## src/rtl/umi_endpoint.sv

```systemverilog
// UMI responder: accepts request packets, performs one local read/write access,
// and returns a response packet (or an error response on illegal opcode / timeout).
module umi_endpoint #(
    parameter int UW      = 256,
    parameter int AW      = 64,
    parameter int DW      = 64,
    parameter int TIMEOUT = 255
) (
    input  logic          clk,
    input  logic          nreset,
    input  logic          umi_in_valid,
    input  logic [UW-1:0] umi_in_packet,
    output logic          umi_in_ready,
    output logic          umi_out_valid,
    output logic [UW-1:0] umi_out_packet,
    input  logic          umi_out_ready,
    output logic          loc_read,
    output logic          loc_write,
    output logic [AW-1:0] loc_addr,
    output logic [DW-1:0] loc_wrdata,
    input  logic [DW-1:0] loc_rddata,
    input  logic          loc_ack,
    output logic          busy,
    output logic [15:0]   err_count
);

    localparam logic [3:0]  OP_READ   = 4'h1;
    localparam logic [3:0]  OP_WRPOST = 4'h3;
    localparam logic [3:0]  OP_WRITE  = 4'h5;
    localparam logic [15:0] TMO_LAST  = 16'(TIMEOUT - 1);

    typedef enum logic [1:0] {IDLE, ACCESS, RESP} state_t;

    state_t        state, state_nxt;
    logic [31:0]   cmd_q;
    logic [AW-1:0] dst_q, src_q;
    logic [DW-1:0] data_q, rd_q;
    logic [15:0]   cnt_q;
    logic          err_q;
    logic          ready_q;
    logic          err_inc;

    logic [3:0] op_in;
    logic       legal_in, accept, is_read, is_posted, timeout_hit;

    assign op_in       = umi_in_packet[3:0];
    assign legal_in    = op_in inside {OP_READ, OP_WRPOST, OP_WRITE};
    assign accept      = (state == IDLE) && umi_in_valid && ready_q;
    assign is_read     = (cmd_q[3:0] == OP_READ);
    assign is_posted   = (cmd_q[3:0] == OP_WRPOST);
    // An ack in the final allowed cycle takes priority over the timeout.
    assign timeout_hit = (state == ACCESS) && !loc_ack && (cnt_q == TMO_LAST);

    // Reserved request bits carry no meaning for this endpoint.
    if (UW > 2*AW + DW + 32) begin : g_rsv
        logic unused_rsv;
        assign unused_rsv = ^umi_in_packet[UW-1:2*AW+DW+32];
    end

    always_comb begin
        state_nxt = state;
        err_inc   = 1'b0;
        case (state)
            IDLE: begin
                if (accept) begin
                    state_nxt = legal_in ? ACCESS : RESP;
                    err_inc   = !legal_in;
                end
            end
            ACCESS: begin
                if (loc_ack) begin
                    state_nxt = is_posted ? IDLE : RESP;
                end else if (timeout_hit) begin
                    state_nxt = is_posted ? IDLE : RESP;
                    err_inc   = 1'b1;
                end
            end
            RESP: begin
                if (umi_out_ready) state_nxt = IDLE;
            end
            default: state_nxt = IDLE;
        endcase
    end

    always_ff @(posedge clk or negedge nreset) begin
        if (!nreset) begin
            state     <= IDLE;
            ready_q   <= 1'b0;
            cmd_q     <= '0;
            dst_q     <= '0;
            src_q     <= '0;
            data_q    <= '0;
            rd_q      <= '0;
            cnt_q     <= '0;
            err_q     <= 1'b0;
            err_count <= '0;
        end else begin
            state   <= state_nxt;
            ready_q <= (state_nxt == IDLE);
            if (accept) begin
                cmd_q  <= umi_in_packet[31:0];
                dst_q  <= umi_in_packet[AW+31:32];
                src_q  <= umi_in_packet[2*AW+31:AW+32];
                data_q <= umi_in_packet[2*AW+DW+31:2*AW+32];
                rd_q   <= '0;
                cnt_q  <= '0;
                err_q  <= !legal_in;
            end else if (state == ACCESS) begin
                if (loc_ack)          rd_q  <= loc_rddata;
                else if (timeout_hit) err_q <= 1'b1;
                else                  cnt_q <= cnt_q + 16'd1;
            end
            if (err_inc && err_count != 16'hFFFF) err_count <= err_count + 16'd1;
        end
    end

    logic [3:0]    resp_op;
    logic [DW-1:0] resp_data;

    assign resp_op   = err_q ? 4'hF : (is_read ? 4'h2 : 4'h6);
    assign resp_data = (!err_q && is_read) ? rd_q : '0;

    always_comb begin
        umi_out_packet = '0;
        if (state == RESP) begin
            umi_out_packet[31:0]                = {cmd_q[31:4], resp_op};
            umi_out_packet[AW+31:32]            = src_q;
            umi_out_packet[2*AW+31:AW+32]       = dst_q;
            umi_out_packet[2*AW+DW+31:2*AW+32]  = resp_data;
        end
    end

    assign umi_in_ready  = ready_q;
    assign umi_out_valid = (state == RESP);
    assign busy          = (state != IDLE);
    assign loc_read      = (state == ACCESS) && is_read;
    assign loc_write     = (state == ACCESS) && !is_read;
    assign loc_addr      = dst_q;
    assign loc_wrdata    = data_q;

endmodule

```

## config.mk

```make
export PLATFORM = sky130hd
export DESIGN_NAME = umi_endpoint
export DESIGN_NICKNAME = d
export VERILOG_FILES = /design/src/rtl/umi_endpoint.sv
export SDC_FILE = /design/constraint.sdc
export NUM_CORES = 1
export LEC_CHECK = 0
export CORE_AREA = 4 4 281 283
export DETAILED_ROUTE_END_ITERATION = 12
export DIE_AREA = 0 0 285 287
export HOLD_SLACK_MARGIN = 0.15
export PLACE_DENSITY = 0.41
export SKIP_LAST_GASP = 1
export SLEW_MARGIN = 25
export SYNTH_ARGS = -nofsm -noshare
export SYNTH_HDL_FRONTEND = slang
export SYNTH_SLANG_ARGS = --single-unit
```

## constraint.sdc

```tcl
create_clock -name clk -period 3.4 [get_ports clk]
set_clock_uncertainty 0.15 [all_clocks]
set_input_delay 0.34 -clock clk [delete_from_list [all_inputs] [get_ports clk]]
set_output_delay 0.34 -clock clk [all_outputs]
set_load 0.1 [all_outputs]
```

After elaboration in Yosys (flattened, before gate mapping)
Index checks and enable logic that the tools add are counted.
{"block": "totals", "word_cells": 71, "reg_bits": 324}
{"block": "classes", "n_addsub": 2, "reduce_logical": 22, "mux": 26, "n_eq_ne": 11}
{"cell": "$mux 64", "count": 4}
{"cell": "$mux 224", "count": 1}
{"cell": "$mux 16", "count": 4}
{"cell": "$add 16x1->16 const B", "count": 2}
{"cell": "$eq 16x8->1 const B", "count": 1}
{"cell": "$ne 16x16->1 const B", "count": 1}
{"cell": "$mux 2", "count": 6}
{"cell": "$eq 4x1->1 const B", "count": 2}
{"cell": "$eq 4x2->1 const B", "count": 2}
{"cell": "$logic_and 1x1->1", "count": 8}
{"cell": "$reduce_bool 2->1", "count": 4}
{"cell": "$mux 1", "count": 7}
{"cell": "$pmux 2 s3", "count": 1}
{"cell": "$reduce_and 3->1", "count": 2}
{"cell": "$eq 4x3->1 const B", "count": 1}
{"cell": "$logic_not 1->1", "count": 4}
{"cell": "$logic_not 2->1", "count": 2}
{"cell": "$mux 4", "count": 1}
{"cell": "$mux 3", "count": 1}
{"cell": "$reduce_bool 3->1", "count": 1}
{"cell": "$eq 2x1->1 const B", "count": 1}
{"cell": "$eq 2x2->1 const B", "count": 1}
{"cell": "$ne 2x1->1 const B", "count": 1}
{"cell": "$ne 2x2->1 const B", "count": 1}
{"cell": "other kinds (2)", "count": 2}

Logic depth before layout (Yosys ltp)
Gate-level depths: netlist (run 1).
{"block": "logic_depth", "depth_word": 7, "depth_mapped": 9}

Least setup slack after synthesis (run 1)
No wires, ideal clock.
{"block": "synth_path", "kind": "flip-flop to flip-flop", "from": "register err_count[0]", "to": "register err_count[13]", "path_stages_with_launch": 9, "t_required_ns": 3.087, "arrival_ns": 2.958, "setup_time_ns": 0.163, "path_buffers": 2, "setup_slack_ns": 0.130, "cell_sequence": "dfrtp_1 ha_1 nand3_1 or2_2 clkbuf_1 nor4_1 clkbuf_1 nor3_1 xor2_1"}
{"block": "synth_via", "elab_chain_cells": 2, "word_cells_on_any_way": 3, "classes_between": "1 x add/sub; 1 x eq/ne; 1 x reduce/logical"}
{"element": "from (decl)", "line_no": "24", "text": "output logic [15:0] err_count"}
{"element": "from (signal assigned)", "line_no": "113", "text": "if (err_inc && err_count != 16'hFFFF) err_count <= err_count + 16'd1;"}
{"element": "parallel branches: the longest is 2 deep, another holds $add 16x1->16"}
Parallel ways; which one is timed is not known.
A chain may end at the register's enable or synchronous reset.

Final worst setup path (run 1)
{"block": "layout_path", "from": "register cmd_q[3]", "to": "output port umi_out_packet[165]"}
{"block": "layout_via", "elab_chain_cells": 4}
{"element": "from (decl)", "line_no": "35", "text": "logic [31:0] cmd_q;"}
{"element": "from (signal assigned)", "line_no": "101", "text": "cmd_q <= umi_in_packet[31:0];"}
{"element": "$eq 4x1->1", "line_no": "49", "text": "assign is_read = (cmd_q[3:0] == OP_READ);"}
{"element": "$logic_and 1x1->1", "line_no": "121", "text": "assign resp_data = (!err_q && is_read) ? rd_q : '0;"}
{"element": "$mux 64", "line_no": "121"}
{"element": "$mux 224", "line_no": "125", "text": "if (state == RESP) begin"}
{"element": "to (decl)", "line_no": "15", "text": "output logic [UW-1:0] umi_out_packet,"}
Every way passes these cells.

==> metrics.md, run 1 <==
| Metric | Value |
|---|---|
| EDFF count, synth | 0 |
| Area grow syn2layout | 74.0% |
| RSZ-0062 raised after global routing | false |
| Gr usage total | 13.9% |
| Core Util, Final | 32.7% |
| Leakage | 12.0 nW |
| CP Capture Type | primary output |
| Clock Latency Late Sink | 0.55 ns |
| Total global routing overflow | 0 |
| Met1 wire length | 23500 um |
| Crit path DAT | 2.44 ns |
| Final wirelength | 58900 um |
| Synthesized area | 14400 um^2 |
| TritonCTS Buffers | 42 |
| Drt drc | 0 |
| Post-synthesis cell count | 1699 |
| Maximum vdd drop | 0.596 mV |
| Share of layout cells above drive strength 1 | 13.9% |
| F_max | 0.341 GHz |
| Met3 WL post-DR | 5240 um |
| Total power | 28.2 mW |
| Tmin final | 2.93 ns |
| PostCTS Resize Cnt | 0 |
| CTS tree | done |
| Setup WS post-layout | 0.469 ns |
| Via-to-Cell Ratio | 3.87 |
| Synth area leader | dfrtp_1 |
| Ys async rst share | 100% |
| Final antenna-violating net count | 0 |
| Die H | 287 um |
| Setup crit start kind | flop |
| Final setup fails | 0 |
| Synth cell types | 37 |
| Worst-path fanout max | 64 |
| Pins Over Slew Limit | 0 |
| CP required | 2.91 ns |
| Initial core utilization | 18.8% |
| Die width | 285 um |
| Clk sink count | 324 |
| Period Utilization, post-route | 86.2% |
| DR WL met2 | 28900 um |
| Pre-antenna DRT Iters | 4 |
| Worst hold path class | in2reg |
| Largest net degree at the start of global routing | 143 |
| Post-synthesis sequential area ratio | 56.2% |
| Post-synth top flop | dfrtp_1 |
| Buffers on Ports | 665 |
| Routed wire per std cell | 16.3 um |
| Slew margin rel. | 30.1% |
| First-pass GRT wire length | 89900 um |
| Site row count | 102 |
| Outcome | completed |
| Top cells by area, synth | dfrtp_1 56%, nand2_1 21%, and2_1 9.6% |
| Hpwl dp | 42000 um |
| Power Dens Cells | 1120 nW/um^2 |
| Die area | 81800 um^2 |
| # Max-Cap Violations | 0 |
| Fill cells | 8061 |
| Yosys reg bits | 324 |
| Kind of critical path | reg2out |
| Routed vias | 13957 |
| Final Hold Fails | 0 |
| Clock H-tree levels | 2 |
| Post-Place Cells | 3335 |
| Non-filler cells, final | 3611 |
| # IOs | 730 |
| GPL Wtd Cong | 0.766 |
| Initial antenna violation count | 4 |
| Clock root cell | clkbuf_16 |
| Clk pin slew, worst setup/hold paths | 0.06 ns |
| Top-area cell type share of the netlist area | 56.2% |
| Area occupied by multi-input gates | 5800 um^2 |
| Nets | 2870 |
| Mean area per synthesized cell | 8.49 um^2 |
| Violation count after the first detailed-routing iteration | 526 |
| Tightest Pin Transition | 1.04 ns |
| Synthesis Warnings | 0 |
| Vias in the first global route | 14810 |
| CTS Buffer Depth | 3 |
| Core area | 76700 um^2 |
| Sequential Area | 8110 um^2 |
| Top Layer Used | met5 |
| Post-Place Setup Slack | 0.641 ns |
| Setup TNS | 0 ns |
[critical path, stage by stage (launching register included)]
cell and delay (ns):
dfrtp_1 0.37, nor2_1 0.15, nand3b_1 0.18, nor3_2 0.14, buf_4 0.47, and2_1 0.21
buf_4 0.29
[state kept, by name, indices dropped and copies added, names as in the netlist, 2 cells and up]
signal / flops
loc_addr: 64
loc_wrdata: 64
rd_q: 64
src_q: 64
cmd_q: 32
cnt_q: 16
err_count: 16
state: 2
[synthesized netlist by cell type, types with 3 or more instances]
cell	count
a21oi_1	65
and2_1	222
and3_1	4
buf_4	34
clkbuf_1	98
dfrtp_1	324
ha_1	3
inv_1	7
nand2_1	818
nand3_1	14
nand4_1	11
nor2_1	23
nor3_1	10
nor4_1	4
nor4_2	4
o211ai_1	3
o21ai_0	6
or4_1	5
xor2_1	21
[metal layers]
metal | vias up | track usage, %
met5 | - | 0
met4 | 4 | 3.24
met3 | 77 | 5.30
met2 | 437 | 24.1
met1 | 6585 | 16.2
li1 | 6854 | -
[logic make-up after synthesis]
family	share of synthesized area [%]
xor gates and xnor gates	1.40
AOI/OAI and AO/OA	2.94
and+or+nand+nor	34.4
DFF	56.2
muxes	0.147
adders and majority gates	0.260
buffers and inverters	4.62
other	0.0260
[cell usage in the layout (no fill, tap or decap), types with 11 or more instances in the layout]
cell	instances
buf_4	266
xor2_1	21
nor2_1	22
clkdlybuf4s50_1	419
and2_1	222
a21oi_1	65
nand3_1	13
nand2_1	818
clkbuf_16	43
dlygate4sd3_1	203
buf_12	13
nand4_1	11
conb_1	32
clkbuf_8	11
dfrtp_1	324
[stage by stage]
step,hold slack (ns),cell area [um^2]
2_1_floorplan,-0.106,14500
3_3_place_gp,0.299,21700
3_5_place_dp,0.293,21700
4_1_cts,0.150,25100
5_1_grt,0.164,25100
6_report,0.191,25100
[layout make-up]
cell class	count	share of cell area, %
antenna	3	0.0299
clock buffer	62	5.01
clock inverter	8	0.384
inverter	7	0.115
multi-input combinational	1265	23.1
sequential	324	32.3
tap	1040	5.18
timing repair buffer	902	33.9
[power breakdown]
part           internal (mW)  switching (mW)
Sequential              5.35           0.990
Combinational           3.73            13.7
Clock                   2.69            1.74
[timing repair]
| item | in CTS | in global routing |
|---|---|---|
| endpoints found under the hold margin | 280 | 0 |
| hold buffers | 203 | 0 |
| setup buffers | 0 | 0 |
[final timing paths]
kind                               startpoint             endpoint  slack (ns)  depth (start not counted)
max reg2reg                          cnt_q[8]         err_count[1]        0.64                          5
min in group asynchronous              nreset             rd_q[45]        0.24                          2
max in group asynchronous              nreset       loc_wrdata[32]        1.88                          3
min                        umi_in_packet[179]       loc_wrdata[19]        0.19                          3
max                                  cmd_q[3]  umi_out_packet[165]        0.47                          6
min reg2reg                         src_q[17]            src_q[17]        0.31                          2
No activity file was read; power rests on OpenSTA's default activity.
==> run 2, diff against run 1 <==
- CTS_CLUSTER_SIZE: unset -> 12
- clock period: 3.4 -> 2.8 ns (I/O delays scaled with it)
==> run 2 against run 1 <==
Design area rose by 13%. Sequential share of layout area down 3.7 points. Global-route usage increased by 0.74 points. Largest power group unchanged. Worst hold slack lost 0.030 ns. Non-clock buffer count rose by 76. Highest routed layer unchanged. Setup slack worse by 0.37 ns. Clock power rose by 25%. Power is 29% higher. Critical path type is now reg2reg. Via count increased by 2.8%.
==> metrics.md, run 2 (synthesized netlist as in run 1, its figures left out) <==
| Metric | Value |
|---|---|
| Area grow syn2layout | 97.1% |
| Total global routing overflow | 0 |
| CP Capture Type | flop |
| Pins Over Slew Limit | 0 |
| GPL Wtd Cong | 0.782 |
| Period Utilization, post-route | 96.5% |
| Hpwl dp | 44100 um |
| Reg2Reg Setup Slack | 0.1 ns |
| Die area | 81800 um^2 |
| # Max-Cap Violations | 0 |
| Setup crit start kind | flop |
| Core area | 76700 um^2 |
| Final wirelength | 61800 um |
| Clk sink count | 324 |
| Placed inst area | 24200 um^2 |
| TritonCTS Buffers | 44 |
| RSZ-0062 raised after global routing | true |
| CP required | 3.08 ns |
| Clock H-tree levels | 2 |
| Final antenna-violating net count | 0 |
| Post-Place Setup Slack | 0.0753 ns |
| Nets | 2948 |
| Site row count | 102 |
| Via-to-Cell Ratio | 3.88 |
| Buffers on Ports | 665 |
| Commonest non-fill, non-tap cell in the layout | nand2_1 |
| Initial antenna violation count | 6 |
| First-pass GRT wire length | 94500 um |
| Tightest Pin Transition | 0.889 ns |
| Final setup fails | 0 |
| Gr usage total | 14.6% |
| Clk pin slew, worst setup/hold paths | 0.06 ns |
| Largest net degree at the start of global routing | 141 |
| Outcome | completed |
| Vias in the first global route | 15360 |
| Slew margin rel. | 40.7% |
| Hold slack | 0.161 ns |
| Pre-antenna DRT Iters | 4 |
| Final Hold Fails | 0 |
| Most frequent cells in the layout | 818 x nand2_1, 318 x dfrtp_1, 291 x clkdlybuf4s50_1 |
| Violation count after the first detailed-routing iteration | 550 |
| Initial core utilization | 18.8% |
| Fill cells | 7668 |
| Kind of critical path | reg2reg |
| # IOs | 730 |
| CTS Buffer Depth | 3 |
| Setup WS post-layout | 0.0988 ns |
| CTS tree | done |
| Power Dens Cells | 1280 nW/um^2 |
| Maximum vdd drop | 0.904 mV |
| Die width | 285 um |
| Total power | 36.5 mW |
| Die H | 287 um |
| Leakage | 13.1 nW |
| Share of layout cells above drive strength 1 | 19.0% |
| F_max | 0.370 GHz |
| Worst hold path class | in2async |
| Tmin final | 2.70 ns |
| Drt drc | 0 |
| Worst-path fanout max | 15 |
| Postcts setup bufs | 0 |
| Crit path DAT | 2.98 ns |
| Routed wire per std cell | 16.7 um |
| Routed vias | 14349 |
| Non-Filler Cell Area, Final | 28400 um^2 |
| Clock root cell | clkbuf_16 |
| Clock Latency Late Sink | 0.55 ns |
## run 2: cell types whose count changed in the layout (fill, tap and decap cells not counted), sizes merged
cell,before,now
diode,3,2
clkinv,4,10
clkinvlp,1,3
buf,280,410
clkdlybuf4s50,419,291
clkbuf,62,63
dlygate4sd3,203,276
## run 2: final cells by class
cell class	instances	area [um^2]	share of cell area [%]
Clock inverter	16	141	0.497
Clock buffer	62	1270	4.47
Antenna cell	2	5.00	0.0176
Inverter	7	28.8	0.101
Timing Repair Buffer	978	11700	41.3
Multi-Input combinational cell	1265	5820	20.5
Tap cell	1040	1300	4.58
Sequential cell	324	8120	28.6
## run 2: through the flow
stage	utilization (%)	std cells	TNS [ns]
after detailed placement	31.6	3338	0
after global placement	31.6	3338	0
after CTS	37.0	3692	0
after floorplan	-	1730	0
final	37.1	3694	0
after global routing	37.1	3693	-0.265
## run 2: what timing repair did
item	in CTS	in global routing
hold buffers	276	0
endpoints found under the hold margin	490	0
gates resized for setup	0	5
endpoints found under the setup margin	0	45
## run 2: metal layers
layer	vias up	share of wire, %	global-route usage, %
met5	-	0.078	0
met1	6801	41	17.5
met4	8	2.0	3.26
met3	77	8.5	5.38
met2	449	49	25.1
li1	7014	-	-
## run 2: final timing paths
kind,start,end,cells past startpoint
worst min register to register,src_q[59],src_q[59],2
worst max-delay path,cnt_q[8],err_count[1],5
worst min-delay path,nreset,loc_wrdata[23],2
worst max register to register,cnt_q[8],err_count[1],5
min in group clk,loc_rddata[61],rd_q[61],3
max in group asynchronous,nreset,loc_wrdata[60],4
## run 2: power by group
group / internal, mW / switching [mW] / total [mW]
Combinational: 6.10 / 17.1 / 23.3
Sequential: 6.51 / 1.18 / 7.69
Clock: 3.33 / 2.20 / 5.53
Total: 15.9 / 20.5 / 36.5
## run 2: critical path, cell delays in order, from the launching register on
cell and delay (ns):
dfrtp_1 0.38, or4_1 0.53, or4_1 0.54, o32a_4 0.48
nor2_2 0.16, mux2_2 0.34
==> run 3, diff against run 2 <==
- GPL_TIMING_DRIVEN: unset -> 1
==> results of run 3 <==
Final layout, timing and power as in run 2 (identical DEF).
